**src/rtl/pipeline_hazard_ctrl_if.sv**
```systemverilog
// pipeline_hazard_ctrl_if: hazard-unit signal bundle between the pipeline (master) and the hazard controller (slave)
//   Pipeline to controller: decode-stage source registers and use flags, EX-stage destination and
//     load/write/redirect flags, MEM-stage request/ready.
//   Controller to pipeline: per-stage stall/flush, sticky memory timeout, stall and redirect counters.
interface pipeline_hazard_ctrl_if;
  logic [4:0]  rs1_dec;
  logic [4:0]  rs2_dec;
  logic        rs1_used_dec;
  logic        rs2_used_dec;
  logic [4:0]  rd_EX;
  logic        rf_wr_en_EX;
  logic        load_EX;
  logic        redirect_EX;
  logic        mem_req;
  logic        mem_ready;
  logic        stall_fe;
  logic        flush_if;
  logic        stall_idc;
  logic        flush_idc;
  logic        stall_ex;
  logic        stall_mem;
  logic        mem_timeout;
  logic [31:0] stall_cycles;
  logic [31:0] redirect_count;
  modport master (
    output rs1_dec, rs2_dec, rs1_used_dec, rs2_used_dec, rd_EX, rf_wr_en_EX, load_EX,
           redirect_EX, mem_req, mem_ready,
    input  stall_fe, flush_if, stall_idc, flush_idc, stall_ex, stall_mem, mem_timeout,
           stall_cycles, redirect_count
  );
  modport slave (
    input  rs1_dec, rs2_dec, rs1_used_dec, rs2_used_dec, rd_EX, rf_wr_en_EX, load_EX,
           redirect_EX, mem_req, mem_ready,
    output stall_fe, flush_if, stall_idc, flush_idc, stall_ex, stall_mem, mem_timeout,
           stall_cycles, redirect_count
  );
endinterface

```
**src/rtl/pipeline_hazard_ctrl.sv**
```systemverilog
// pipeline_hazard_ctrl: stall/flush control for load-use hazards, EX redirects and memory waits
//   clk, reset : rising-edge clock, synchronous active-high reset
//   hz (slave) : hazard inputs from decode/EX/MEM; stall/flush controls, sticky mem_timeout,
//                stall_cycles (cycles with stall_fe) and redirect_count (accepted redirects)
module pipeline_hazard_ctrl #(
  parameter int unsigned TIMEOUT = 255
) (
  input logic                    clk,
  input logic                    reset,
  pipeline_hazard_ctrl_if.slave  hz
);
  typedef enum logic {RUN, SHADOW} state_t;
  state_t      state_q, state_d;
  logic        mem_wait, load_use, redir_acc;
  logic [15:0] wait_q, wait_d;
  logic        timeout_q, timeout_d;
  logic [31:0] stall_cnt_q, stall_cnt_d;
  logic [31:0] redir_cnt_q, redir_cnt_d;
  assign mem_wait = hz.mem_req & ~hz.mem_ready;
  assign load_use = hz.load_EX & hz.rf_wr_en_EX & (hz.rd_EX != 5'd0) &
                    ((hz.rs1_used_dec & (hz.rs1_dec == hz.rd_EX)) |
                     (hz.rs2_used_dec & (hz.rs2_dec == hz.rd_EX)));
  // a redirect is only taken from RUN once memory is no longer stalling the pipe
  assign redir_acc = ~mem_wait & (state_q == RUN) & hz.redirect_EX;
  always_ff @(posedge clk) begin
    if (reset) begin
      state_q     <= RUN;
      wait_q      <= 16'd0;
      timeout_q   <= 1'b0;
      stall_cnt_q <= 32'd0;
      redir_cnt_q <= 32'd0;
    end else begin
      state_q     <= state_d;
      wait_q      <= wait_d;
      timeout_q   <= timeout_d;
      stall_cnt_q <= stall_cnt_d;
      redir_cnt_q <= redir_cnt_d;
    end
  end
  // SHADOW lasts exactly one non-waiting cycle: the second wrong-path fetch
  always_comb begin
    state_d = mem_wait ? state_q : (redir_acc ? SHADOW : RUN);
  end
  always_comb begin
    hz.stall_fe  = 1'b0;
    hz.flush_if  = 1'b0;
    hz.stall_idc = 1'b0;
    hz.flush_idc = 1'b0;
    hz.stall_ex  = 1'b0;
    hz.stall_mem = 1'b0;
    if (mem_wait) begin
      hz.stall_fe  = 1'b1;
      hz.stall_idc = 1'b1;
      hz.stall_ex  = 1'b1;
      hz.stall_mem = 1'b1;
    end else if (state_q == SHADOW) begin
      hz.flush_if = 1'b1;
    end else if (hz.redirect_EX) begin
      hz.flush_if  = 1'b1;
      hz.flush_idc = 1'b1;
    end else if (load_use) begin
      // decode keeps advancing into a bubble, so the dependent instruction re-decodes once
      hz.stall_fe  = 1'b1;
      hz.flush_idc = 1'b1;
    end
  end
  always_comb begin
    wait_d      = mem_wait ? ((wait_q == 16'hFFFF) ? wait_q : wait_q + 16'd1) : 16'd0;
    timeout_d   = timeout_q | (wait_d == 16'(TIMEOUT));
    stall_cnt_d = stall_cnt_q + {31'd0, hz.stall_fe};
    redir_cnt_d = redir_cnt_q + {31'd0, redir_acc};
  end
  assign hz.mem_timeout    = timeout_q;
  assign hz.stall_cycles   = stall_cnt_q;
  assign hz.redirect_count = redir_cnt_q;
endmodule

```
**src/flat_wrapper.sv**
```systemverilog
// flat-port wrapper written by rule: the top's interface ports become plain ports
module pipeline_hazard_ctrl_flat 
#(
  parameter int unsigned TIMEOUT = 255
)
  (clk, reset, hz_rs1_dec, hz_rs2_dec, hz_rs1_used_dec, hz_rs2_used_dec, hz_rd_EX, hz_rf_wr_en_EX, hz_load_EX, hz_redirect_EX, hz_mem_req, hz_mem_ready, hz_stall_fe, hz_flush_if, hz_stall_idc, hz_flush_idc, hz_stall_ex, hz_stall_mem, hz_mem_timeout, hz_stall_cycles, hz_redirect_count);
  pipeline_hazard_ctrl_if hz_i ();
  input logic clk;
  input logic reset;
  input wire logic [$bits(hz_i.rs1_dec)-1:0] hz_rs1_dec;
  input wire logic [$bits(hz_i.rs2_dec)-1:0] hz_rs2_dec;
  input wire logic [$bits(hz_i.rs1_used_dec)-1:0] hz_rs1_used_dec;
  input wire logic [$bits(hz_i.rs2_used_dec)-1:0] hz_rs2_used_dec;
  input wire logic [$bits(hz_i.rd_EX)-1:0] hz_rd_EX;
  input wire logic [$bits(hz_i.rf_wr_en_EX)-1:0] hz_rf_wr_en_EX;
  input wire logic [$bits(hz_i.load_EX)-1:0] hz_load_EX;
  input wire logic [$bits(hz_i.redirect_EX)-1:0] hz_redirect_EX;
  input wire logic [$bits(hz_i.mem_req)-1:0] hz_mem_req;
  input wire logic [$bits(hz_i.mem_ready)-1:0] hz_mem_ready;
  output wire logic [$bits(hz_i.stall_fe)-1:0] hz_stall_fe;
  output wire logic [$bits(hz_i.flush_if)-1:0] hz_flush_if;
  output wire logic [$bits(hz_i.stall_idc)-1:0] hz_stall_idc;
  output wire logic [$bits(hz_i.flush_idc)-1:0] hz_flush_idc;
  output wire logic [$bits(hz_i.stall_ex)-1:0] hz_stall_ex;
  output wire logic [$bits(hz_i.stall_mem)-1:0] hz_stall_mem;
  output wire logic [$bits(hz_i.mem_timeout)-1:0] hz_mem_timeout;
  output wire logic [$bits(hz_i.stall_cycles)-1:0] hz_stall_cycles;
  output wire logic [$bits(hz_i.redirect_count)-1:0] hz_redirect_count;
  assign hz_i.rs1_dec = hz_rs1_dec;
  assign hz_i.rs2_dec = hz_rs2_dec;
  assign hz_i.rs1_used_dec = hz_rs1_used_dec;
  assign hz_i.rs2_used_dec = hz_rs2_used_dec;
  assign hz_i.rd_EX = hz_rd_EX;
  assign hz_i.rf_wr_en_EX = hz_rf_wr_en_EX;
  assign hz_i.load_EX = hz_load_EX;
  assign hz_i.redirect_EX = hz_redirect_EX;
  assign hz_i.mem_req = hz_mem_req;
  assign hz_i.mem_ready = hz_mem_ready;
  assign hz_stall_fe = hz_i.stall_fe;
  assign hz_flush_if = hz_i.flush_if;
  assign hz_stall_idc = hz_i.stall_idc;
  assign hz_flush_idc = hz_i.flush_idc;
  assign hz_stall_ex = hz_i.stall_ex;
  assign hz_stall_mem = hz_i.stall_mem;
  assign hz_mem_timeout = hz_i.mem_timeout;
  assign hz_stall_cycles = hz_i.stall_cycles;
  assign hz_redirect_count = hz_i.redirect_count;
  pipeline_hazard_ctrl #(.TIMEOUT(TIMEOUT)) u_core (.clk(clk), .reset(reset), .hz(hz_i));
endmodule
```
**config.mk**
```make
export PLATFORM = sky130hd
export DESIGN_NAME = pipeline_hazard_ctrl_flat
export DESIGN_NICKNAME = d
export VERILOG_FILES = /design/src/rtl/pipeline_hazard_ctrl_if.sv /design/src/rtl/pipeline_hazard_ctrl.sv /design/src/flat_wrapper.sv
export SDC_FILE = /design/constraint.sdc
export NUM_CORES = 1
export LEC_CHECK = 0
export ABC_CLOCK_PERIOD_IN_PS = 3600
export CAP_MARGIN = 40
export CORE_MARGIN = 3
export CORE_UTILIZATION = 39
export CTS_CLUSTER_DIAMETER = 100
export CTS_CLUSTER_SIZE = 16
export DETAILED_ROUTE_END_ITERATION = 8
export PLACE_DENSITY = 0.66
export SYNTH_ARGS = -nofsm -noshare
export SYNTH_HDL_FRONTEND = slang
export SYNTH_SLANG_ARGS = --single-unit
```
**constraint.sdc**
```tcl
create_clock -name clk -period 3.6 [get_ports clk]
set_input_delay 0.72 -clock clk [delete_from_list [all_inputs] [get_ports clk]]
set_output_delay 0.72 -clock clk [all_outputs]
set_load 0.005 [all_outputs]
```
==> impl_metrics.tcl <==
set metrics [dict create \
    status "finished, violations left" \
    violations "setup timing" \
    max_freq_ghz 0.2770 \
    required_ns 2.88 \
    detail_route.wl_per_cell_um 13.61 \
    place_area_sq_um 5006 \
    numPortBuffers 94 \
    grt_max_degree 69 \
    antenna_found_initial 0 \
    min_path_type "reg -> reg" \
    synth_fp_nets 487 \
    die_y_um 105.5 \
    cts_tree "yes" \
    setup_viol 1 \
    grt_overflow 0 \
    vias 3626 \
    drv_cap 0 \
    die_area_sq_um 11120 \
    combPwrFrac_pct 5.8 \
    pwr-share-seq_pct 56.0 \
    yosys-top-cells-count "nor2_1 (86), dfxtp_1 (82), xor2_1 (40)" \
    final_cells 699 \
    drc 0 \
    crit_path_frequent_cell "clkdlybuf4s50_1" \
    synth-edff-count 0 \
    crit_path_top_delay_cell "clkdlybuf4s50_1" \
    syn_inst 458 \
    setup_slack_ns -0.01000 \
    ys.flop_type "dfxtp_1" \
    nNetsFinal 594 \
    yosysMostFrequentCell "nor2_1" \
    cpPeakStageDelay_ns 0.48 \
    crit_path_end_kind "primary output" \
    final-hold-violation-count 0 \
    seq_area_frac_synth_pct 42.56 \
    cts_max_level 3 \
    power_switching_w 0.0004080 \
    hpwlAfterDp_mm 7.016 \
    synth-seq-cells 82 \
    dpl.cell_count 682 \
    p_int_w 0.001226 \
    ioPinCount 95 \
    cts.sinks 82 \
    relSlewSlack_pct 54.47 \
    die_w_um 105.5 \
    grt_pass1_vias 3494 \
    antenna_cells 0 \
    avgSynthCellArea_sq_um 8.422 \
    drtIter0Drc 163 \
    netSwitchingFraction_pct 24.97 \
    fin_crit_ns 3.610 \
    pwr-share-clk_pct 38.2 \
    yosysWarnings 0 \
    routed_wirelength_mm 9.510 \
    finalClockSkew_ns 0.01404 \
    gp_congestion 0.8669 \
    yosys-top-cells-area "dfxtp_1 (43%), xor2_1 (9.1%), nor2_1 (8.4%), xnor2_1 (5.4%), nand3_1 (3.8%)" \
    drtAntennaViolNets 0 \
    synth_top_cell_area_share_pct 42.56 \
    post-route-period-util_pct 100.3 \
    grt_usage_pct 17.31 \
    syn-cell-area_sq_um 3857 \
    first_pass_iters 5 \
    clk_pin_slew_worst_paths_ns 0.08 \
    post-place-ws_ns -0.2144 \
    cts_root_buf "clkbuf_8" \
    worstPathCellList "clkdlybuf4s50_1, xor2_1, nor4_1, nand3_1, nand2_2, o2111ai_4, a21oi_2, buf_4, clkdlybuf4s50_1" \
    synthArstFlopShare_pct 0 \
    synth_area_leader_cell "dfxtp_1" \
    p_leak_nw 1.828 \
    tightest_slew_ns 0.6829 \
    drv_slew 0 \
    viasPerCell 5.187 \
    peakVddDrop_uv 160.0 \
    clock_latency_ns 0.36 \
    final_area_sq_um 5233 \
    grt_pass1_wl_mm 16.05 \
    clk_path_buf_depth 2 \
    cp.arrival_ns 2.89 \
    drive_above_1_share_pct 8.070 \
    critical_path_class "in -> out" \
    synth_cell_types 42 \
    cts_made_buffers 9 \
    power_density_nw_per_um2 312.3 \
    hold_buffers 0 \
    area_delta_synth_final_pct 35.65 \
    crit_fanout 2 \
    core_area_sq_um 9415 \
    whs_ns 0.4788 \
    fillers 901 \
    rows 35 \
    initial_core_util_pct 40.97 \
    crit_path_start_kind "input pin" \
]
==> critical path: cells and delay by family <==
| family | cells | cell delay [ns] |
|---|---|---|
| buffers and inverters | 3 | 1.02 |
| XOR/XNOR | 1 | 0.18 |
| AND/OR/NAND/NOR | 3 | 0.63 |
| AO/OA/AOI/OAI | 2 | 0.35 |
==> final timing paths <==
check	startpoint	end	slack, ns	cells past startpoint
max	hz_rs1_dec[2]	hz_stall_fe	-0.01	9
min	u_core.hz.mem_timeout	u_core.hz.mem_timeout	0.48	2
max reg2reg	u_core.wait_q[0]	u_core.hz.mem_timeout	0.92	7
min reg2reg	u_core.hz.mem_timeout	u_core.hz.mem_timeout	0.48	2
==> power by group through the flow <==
| stage | registers [W] | clock network (W) | logic, W |
|---|---|---|---|
| finish | 0.000915 | 0.000625 | 0.0000947 |
| global route | 0.000916 | 0.000678 | 0.000103 |
| CTS | 0.000915 | 0.000642 | 0.0000936 |
| detailed placement | 0.000936 | 0 | 0.0000918 |
| global placement | 0.000936 | 0 | 0.0000907 |
| floorplan | 0.000936 | 0 | 0.0000352 |
==> layer usage <==
metal | up-vias | wire length, um | global-route usage, %
li1 | 1804 | - | -
met1 | 1685 | 4318 | 21.90
met2 | 122 | 4339 | 28.60
met3 | 15 | 690 | 4.409
met4 | 0 | 162 | 5.998
met5 | - | 0 | 0
==> cell type report <==
| cell class | count | area, sq um | area share [%] |
|---|---|---|---|
| clock buffer | 9 | 123.9 | 2.367 |
| clock inverter | 7 | 58.81 | 1.124 |
| inverter | 12 | 45.04 | 0.8608 |
| multi-input combinational | 348 | 2123 | 40.58 |
| sequential | 82 | 1642 | 31.37 |
| tap | 129 | 161.4 | 3.085 |
| timing repair buffer | 112 | 1079 | 20.61 |
==> cell usage in the layout, fill, tap and decap left out, drive strengths merged, types with 2 or more instances in the layout <==
master / netlist / layout
clkbuf: 8 / 9
buf: 8 / 19
nor3: 13 / 13
and4: 6 / 6
nand3: 29 / 29
ha: 5 / 5
a31oi: 5 / 5
nand4: 22 / 22
or2: 2 / 2
nor2: 86 / 86
clkdlybuf4s50: 0 / 90
and2: 2 / 2
inv: 12 / 16
a211oi: 4 / 4
or3: 11 / 11
clkinv: 0 / 2
mux2i: 5 / 5
and3: 10 / 10
dfxtp: 82 / 82
or4: 4 / 4
a21oi: 14 / 14
a41oi: 2 / 2
nor2b: 6 / 6
dlymetal6s2s: 0 / 3
nor4: 7 / 7
o21ai: 11 / 11
xnor2: 24 / 24
nand2: 27 / 27
nand2b: 4 / 4
xor2: 40 / 40
==> flip-flops by register name, summed over array words and instances, names as in the netlist <==
signal	flops
u_core.hz.stall_cycles	32
u_core.hz.redirect_count	32
u_core.state_q	1
u_core.wait_q	16
u_core.hz.mem_timeout	1
==> cells by family (layout without fill, tap and decap cells) <==
family,Yosys count,count (layout),share of synthesized area (%)
AOI/OAI and AO/OA,43,43,7.006
xor gates and xnor gates,64,64,14.53
muxes,6,6,1.589
adders and majority gates,5,5,1.622
buffers and inverters,28,140,3.146
DFF,82,82,42.56
and+or+nand+nor,230,230,29.55
==> what timing repair did <==
item,CTS,global route
setup buffers,0,1
pin swaps,1,5
endpoints found under the setup margin,1,2
resized for setup,2,6
==> metrics by stage <==
stage / total power (W) / TNS [ns] / util, %
floorplan: 0.0009708 / 0 / -
global placement: 0.001027 / -0.7724 / 53.17
detailed placement: 0.001028 / -1.894 / 53.17
CTS: 0.001650 / 0 / 55.22
global route: 0.001697 / -0.1625 / 55.57
finish: 0.001634 / -0.01000 / 55.57
Power figures use the tool's default switching activity.
